==> src/rtl/mem_byte_master_if.sv <==
// Request/response and byte-RAM port bundle for mem_byte_master.
// master = the memory-stage block; slave = pipeline plus RAM side.
interface mem_byte_master_if #(
    parameter int ADDR_W = 13
);
    logic              req_valid;
    logic              req_ready;
    logic              req_we;
    logic [2:0]        req_funct3;
    logic [31:0]       req_addr;
    logic [31:0]       req_wdata;

    logic              rsp_valid;
    logic              rsp_err;
    logic [31:0]       rsp_rdata;

    logic              mem_en;
    logic              mem_we;
    logic [ADDR_W-1:0] mem_addr;
    logic [7:0]        mem_wdata;
    logic [7:0]        mem_rdata;

    modport master (
        input  req_valid, req_we, req_funct3, req_addr, req_wdata, mem_rdata,
        output req_ready, rsp_valid, rsp_err, rsp_rdata,
               mem_en, mem_we, mem_addr, mem_wdata
    );

    modport slave (
        output req_valid, req_we, req_funct3, req_addr, req_wdata, mem_rdata,
        input  req_ready, rsp_valid, rsp_err, rsp_rdata,
               mem_en, mem_we, mem_addr, mem_wdata
    );
endinterface

==> src/rtl/mem_byte_master.sv <==
// Splits one RV32I load/store into 1/2/4 little-endian byte RAM accesses.
// Latency: store N+1, load N+2, error 1; accepts only in IDLE, response is an unstalled pulse.
module mem_byte_master #(
    parameter int ADDR_W = 13
) (
    input  logic              clk,
    input  logic              rst,
    mem_byte_master_if.master bus
);
    typedef enum logic [1:0] {IDLE, ACCESS, DRAIN, RESP} state_t;

    state_t            state;
    state_t            state_nxt;
    logic [1:0]        cnt;
    logic [1:0]        last_q;
    logic              we_q;
    logic              err_q;
    logic [2:0]        f3_q;
    logic [ADDR_W-1:0] addr_q;
    logic [31:0]       wdata_q;
    logic [31:0]       data_q;

    logic              accept;
    logic              f3_legal;
    logic              req_err;
    logic [1:0]        req_last;
    logic              unused_addr_hi;

    assign accept         = bus.req_valid && (state == IDLE);
    assign unused_addr_hi = ^bus.req_addr[31:ADDR_W];

    always_comb begin
        f3_legal = 1'b0;
        case (bus.req_funct3)
            3'b000, 3'b001, 3'b010: f3_legal = 1'b1;
            3'b100, 3'b101:         f3_legal = !bus.req_we;
            default:                f3_legal = 1'b0;
        endcase
        req_err = !f3_legal
               || (bus.req_funct3[1:0] == 2'b01 && bus.req_addr[0])
               || (bus.req_funct3[1:0] == 2'b10 && bus.req_addr[1:0] != 2'b00);
        // index of the final byte: 0 for B/BU, 1 for H/HU, 3 for W
        req_last = bus.req_funct3[1] ? 2'd3 : (bus.req_funct3[0] ? 2'd1 : 2'd0);
    end

    always_ff @(posedge clk) begin
        if (rst) state <= IDLE;
        else     state <= state_nxt;
    end

    always_comb begin
        state_nxt = state;
        case (state)
            IDLE:    if (accept) state_nxt = req_err ? RESP : ACCESS;
            ACCESS:  if (cnt == last_q) state_nxt = we_q ? RESP : DRAIN;
            DRAIN:   state_nxt = RESP;
            RESP:    state_nxt = IDLE;
            default: state_nxt = IDLE;
        endcase
    end

    always_ff @(posedge clk) begin
        if (rst) begin
            cnt     <= 2'd0;
            last_q  <= 2'd0;
            we_q    <= 1'b0;
            err_q   <= 1'b0;
            f3_q    <= 3'd0;
            addr_q  <= '0;
            wdata_q <= 32'd0;
            data_q  <= 32'd0;
        end else begin
            case (state)
                IDLE: begin
                    if (accept) begin
                        cnt     <= 2'd0;
                        last_q  <= req_last;
                        we_q    <= bus.req_we;
                        err_q   <= req_err;
                        f3_q    <= bus.req_funct3;
                        addr_q  <= bus.req_addr[ADDR_W-1:0];
                        wdata_q <= bus.req_wdata;
                        data_q  <= 32'd0;
                    end
                end
                ACCESS: begin
                    // read data trails the address by one cycle
                    if (!we_q && cnt != 2'd0)
                        data_q[{2'(cnt - 2'd1), 3'b000} +: 8] <= bus.mem_rdata;
                    if (cnt != last_q)
                        cnt <= cnt + 2'd1;
                end
                DRAIN: data_q[{last_q, 3'b000} +: 8] <= bus.mem_rdata;
                default: ;
            endcase
        end
    end

    always_comb begin
        bus.req_ready = (state == IDLE);
        bus.rsp_valid = 1'b0;
        bus.rsp_err   = 1'b0;
        bus.rsp_rdata = 32'd0;
        bus.mem_en    = 1'b0;
        bus.mem_we    = 1'b0;
        bus.mem_addr  = '0;
        bus.mem_wdata = 8'd0;
        case (state)
            ACCESS: begin
                bus.mem_en    = 1'b1;
                bus.mem_we    = we_q;
                bus.mem_addr  = addr_q + ADDR_W'(cnt);
                bus.mem_wdata = wdata_q[{cnt, 3'b000} +: 8];
            end
            RESP: begin
                bus.rsp_valid = 1'b1;
                bus.rsp_err   = err_q;
                if (!err_q && !we_q) begin
                    case (f3_q)
                        3'b000:  bus.rsp_rdata = {{24{data_q[7]}}, data_q[7:0]};
                        3'b100:  bus.rsp_rdata = {24'd0, data_q[7:0]};
                        3'b001:  bus.rsp_rdata = {{16{data_q[15]}}, data_q[15:0]};
                        3'b101:  bus.rsp_rdata = {16'd0, data_q[15:0]};
                        3'b010:  bus.rsp_rdata = data_q;
                        default: bus.rsp_rdata = 32'd0;
                    endcase
                end
            end
            default: ;
        endcase
    end
endmodule

==> src/flat_wrapper.sv <==
// flat-port wrapper written by rule: the top's interface ports become plain ports
module mem_byte_master_flat 
#(
    parameter int ADDR_W = 13
)
  (clk, rst, bus_req_valid, bus_req_we, bus_req_funct3, bus_req_addr, bus_req_wdata, bus_mem_rdata, bus_req_ready, bus_rsp_valid, bus_rsp_err, bus_rsp_rdata, bus_mem_en, bus_mem_we, bus_mem_addr, bus_mem_wdata);
  mem_byte_master_if #(.ADDR_W(ADDR_W)) bus_i ();
  input  logic clk;
  input  logic rst;
  input wire logic [$bits(bus_i.req_valid)-1:0] bus_req_valid;
  input wire logic [$bits(bus_i.req_we)-1:0] bus_req_we;
  input wire logic [$bits(bus_i.req_funct3)-1:0] bus_req_funct3;
  input wire logic [$bits(bus_i.req_addr)-1:0] bus_req_addr;
  input wire logic [$bits(bus_i.req_wdata)-1:0] bus_req_wdata;
  input wire logic [$bits(bus_i.mem_rdata)-1:0] bus_mem_rdata;
  output wire logic [$bits(bus_i.req_ready)-1:0] bus_req_ready;
  output wire logic [$bits(bus_i.rsp_valid)-1:0] bus_rsp_valid;
  output wire logic [$bits(bus_i.rsp_err)-1:0] bus_rsp_err;
  output wire logic [$bits(bus_i.rsp_rdata)-1:0] bus_rsp_rdata;
  output wire logic [$bits(bus_i.mem_en)-1:0] bus_mem_en;
  output wire logic [$bits(bus_i.mem_we)-1:0] bus_mem_we;
  output wire logic [$bits(bus_i.mem_addr)-1:0] bus_mem_addr;
  output wire logic [$bits(bus_i.mem_wdata)-1:0] bus_mem_wdata;
  assign bus_i.req_valid = bus_req_valid;
  assign bus_i.req_we = bus_req_we;
  assign bus_i.req_funct3 = bus_req_funct3;
  assign bus_i.req_addr = bus_req_addr;
  assign bus_i.req_wdata = bus_req_wdata;
  assign bus_i.mem_rdata = bus_mem_rdata;
  assign bus_req_ready = bus_i.req_ready;
  assign bus_rsp_valid = bus_i.rsp_valid;
  assign bus_rsp_err = bus_i.rsp_err;
  assign bus_rsp_rdata = bus_i.rsp_rdata;
  assign bus_mem_en = bus_i.mem_en;
  assign bus_mem_we = bus_i.mem_we;
  assign bus_mem_addr = bus_i.mem_addr;
  assign bus_mem_wdata = bus_i.mem_wdata;
  mem_byte_master #(.ADDR_W(ADDR_W)) u_core (.clk(clk), .rst(rst), .bus(bus_i));
endmodule
==> config.mk <==
export PLATFORM = sky130hd
export DESIGN_NAME = mem_byte_master_flat
export DESIGN_NICKNAME = d
export VERILOG_FILES = /design/src/rtl/mem_byte_master_if.sv /design/src/rtl/mem_byte_master.sv /design/src/flat_wrapper.sv
export SDC_FILE = /design/constraint.sdc
export NUM_CORES = 1
export LEC_CHECK = 0
export BUFFER_PORTS_ARGS = -buffer_cell sky130_fd_sc_hd__buf_2
export CAP_MARGIN = 0
export CORE_MARGIN = 1.5
export CORE_UTILIZATION = 30
export DETAILED_ROUTE_END_ITERATION = 12
export HOLD_SLACK_MARGIN = 0.03
export REMOVE_ABC_BUFFERS = 1
export SYNTH_ARGS = -nofsm -noshare
export SYNTH_HDL_FRONTEND = slang
export SYNTH_SLANG_ARGS = --single-unit
export TNS_END_PERCENT = 50
==> constraint.sdc <==
create_clock -name clk -period 3.2 [get_ports clk]
set_clock_uncertainty 0.05 [all_clocks]
set_input_delay 0.64 -clock clk [delete_from_list [all_inputs] [get_ports clk]]
set_output_delay 0.64 -clock clk [all_outputs]
set_load 0.01 [all_outputs]
==> results.ini <==
[synthesis]
post_synth_mux_area_share = 0.0473
synth_xor_xnor_area_share = 0.0217
main_combinational_cell_family_by_area_after_synthesis = simple AND/OR/NAND/NOR gates
synthesis.area_um2 = 4440
async_reset_ff_frac = 0
yosys-top-cells-count = nand2_1, dfxtp_1, a21oi_1
synthesis.area_per_instance_um2 = 8.31
post_synthesis_compound_gate_area_fraction = 0.207
synth_seq_cells = 87
synth_simple_gate_area_share = 0.240
leading_register_cell_type_out_of_synthesis = dfxtp_1
synth_enable_flop_cells = 0
synth_top_cell_by_area = dfxtp_1
ys_types = 44
synth.top_cell.area_share = 0.392
yosysWarnings = 0
synth.yosys.seq_area_share = 0.392
synth_top_cells_by_area = dfxtp_1, nand2_1, a21oi_1
synth_cells = 535
synth-adder-area-share = 0.0524
synth.most_common_cell = nand2_1

[route]
drcViolationCount = 0
drt-initial-drc-count = 232
drt_first_pass_iters = 4
antenna_left = 0
post_drt_wl_per_cell_um = 14.3
vias = 4078
avgViaCountPerCell = 4.93
totalWireLength_um = 11800

[global_route]
number_of_global_route_vias_before_repair = 3859
global_route_wire_length_before_repair_um = 19100
globalRouteTotalUtil = 0.151
grt_overflow = 0
antenna_violations_before_repair = 1
maximum_number_of_pins_on_one_net_before_global_route_repair = 61

[final_layout]
post_synthesis_to_final_layout_area_growth_pct = 23.5
diodes = 0
final-instance-count-excl-fill = 828
post_route_cell_area_um2 = 5490
final_nets = 736
layout-drive-gt1-share = 0.245

[hold_path]
worstHoldStart = u_core.wdata_q[16]
hold_path_sink = u_core.wdata_q[16]
min-delay-path-class = flop to flop
timing.hold.worst_path_depth = 2

[cts]
number_of_cts_inserted_buffers = 9
cts.repair_timing.setup_buffer_count = 0
clk-insertion-delay-late_ps = 340
clock_sinks = 87
cts_tree = built
clkSlewWorstSetupHoldPaths_ps = 70
cts.htree.levels = 3
clock_tree.root_cell = clkbuf_16
post_cts_resized = 0
cts_hold_buffers = 0
clock_tree.buffer_depth = 2

[timing]
headroom_to_the_max_slew_limit = 0.394
setup-violations-final = 0
final_max_slew_viols = 0
period_utilization = 0.890
fmax_ghz = 0.351
finalWorstPathRequiredPeriod_ps = 2850
finalHoldViolations = 0
tns_ps = 0
rsz0062_at_grt = false
actual_slew_at_the_worst_max_slew_pin_ps = 909

[place]
globalplace.congestion = 0.825
post_dp_cell_area_um2 = 5200
dpl.hpwl_um = 8440
portBuffers = 117
placed_cells_incl_taps = 812

[worst_setup_path]
count_of_cell_instances_traversed_by_the_critical_path = 6
r2r_start = u_core.cnt[0]
worstRegToRegCells = 7
worstReg2RegEnd = u_core.data_q[17]
worst_path_largest_cell_delay_ps = 690
critical_path_class = flop to primary output
timing.critical_path.from_type = flop
crit_path_cell_trace = inv_1 -> nor3_1 -> buf_4 -> nand2_1 -> a21oi_1 -> buf_2
setup_slack_of_the_most_critical_reg_to_reg_path_ps = 500
timing.critical_path.to_type = primary output
cp_slowest_cell = dfxtp_1
critical-path-top-delay-family = flip-flops
crit_arrival_ps = 2160
timing.critical_path.buf_inv = 3
worstPathMaxFanout = 17
timing.critical_path.required_ps = 2510

[pwr]
peakVddDrop_mv = 0.330
ratio_of_total_power_to_cell_area_nw_per_um2 = 632
static-leakage-power_nw = 2.31

[floorplan]
floorplan.die.width_um = 125
floorplan.initialDensity = 0.307
core_area_um2 = 14500
core.rowCount = 44
io-pin-count = 137
die_area_um2 = 15600
die_height_um = 125

[job]
drv.max_cap_violation_count = 0

[run_status]
outcome = finished, final reports clean

report_power, final:
part	internal [mW]	switching (mW)	total (mW)
clock	0.558	0.447	1.00
combinational	0.425	0.701	1.13
sequential	1.22	0.113	1.34
total	2.21	1.26	3.47
tightest hold or removal path, stage by stage, from the launching register on:
cell and delay [ps]:
dfxtp_1 310, nand2_1 50, a21oi_1 50
stage by stage:
| step | total power, mW | hold WS, ps | worst slack, ps | util |
|---|---|---|---|---|
| after floorplan | 2.11 | 377 | 429 | - |
| after global placement | 2.46 | 390 | 581 | 0.359 |
| after detailed placement | 2.50 | 395 | 521 | 0.359 |
| after CTS | 3.51 | 405 | 330 | 0.379 |
| after global routing | 3.71 | 419 | 122 | 0.379 |
| final | 3.47 | 403 | 354 | 0.379 |
cell families (layout without fill, tap and decap cells):
family,after synthesis,count (layout)
and+or+nand+nor,229,229
AOI/OAI and AO/OA,135,135
DFF,87,87
buffers and inverters,44,153
adders and majority gates,18,18
xor gates and xnor gates,11,11
muxes,11,11
cell type report:
type / instances / area, µm²
clock buffers: 10 / 239
clock inverters: 6 / 48.8
fillers: 1504 / 8990
inverters: 12 / 45.0
multi-input cells: 404 / 2530
flip-flops and latches: 87 / 1740
well taps: 184 / 230
repair buffers: 125 / 658
sequential cells by signal, summed over array words and instances, names as in the netlist:
register,cells
u_core.state,2
u_core.cnt,2
u_core.last_q,1
u_core.we_q,1
u_core.addr_q,13
u_core.err_q,1
u_core.data_q,32
u_core.f3_q,3
u_core.wdata_q,32
cells in the final DEF, fill, tap and decap left out, drive strengths merged, types with 3 or more instances in the layout:
master / n
clkbuf: 10
and2: 30
ha: 17
or3: 3
nor3: 6
nor2: 19
mux2i: 3
nand2: 134
mux4: 8
a22oi: 10
buf: 125
xnor2: 5
inv: 16
nand4: 4
a21boi: 3
nand3: 6
nand2b: 4
xor2: 6
o21ai: 7
a22o: 32
nor4: 4
dfxtp: 87
nor2b: 10
a21oi: 73
layer usage:
layer / vias up / part of all wire / wire (µm) / track usage
met4: 2 / 0.013 / 156 / 0.0446
met1: 1908 / 0.47 / 5550 / 0.191
met5: - / 0.0016 / 19 / 0
met3: 14 / 0.058 / 682 / 0.0468
met2: 105 / 0.46 / 5400 / 0.248
li1: 2049 / - / - / -
worst max path at each step:
stage	start	end	slack, ps
6_report	u_core.f3_q[1]	bus_rsp_rdata[21]	350
3_3_place_gp	u_core.cnt[0]	u_core.data_q[30]	580
2_1_floorplan	u_core.cnt[0]	bus_mem_addr[8]	430
3_5_place_dp	u_core.cnt[0]	u_core.data_q[12]	520
5_1_grt	u_core.f3_q[1]	bus_rsp_rdata[28]	120
4_1_cts	u_core.f3_q[1]	bus_rsp_rdata[21]	330
(Power assumes the default switching activity.)
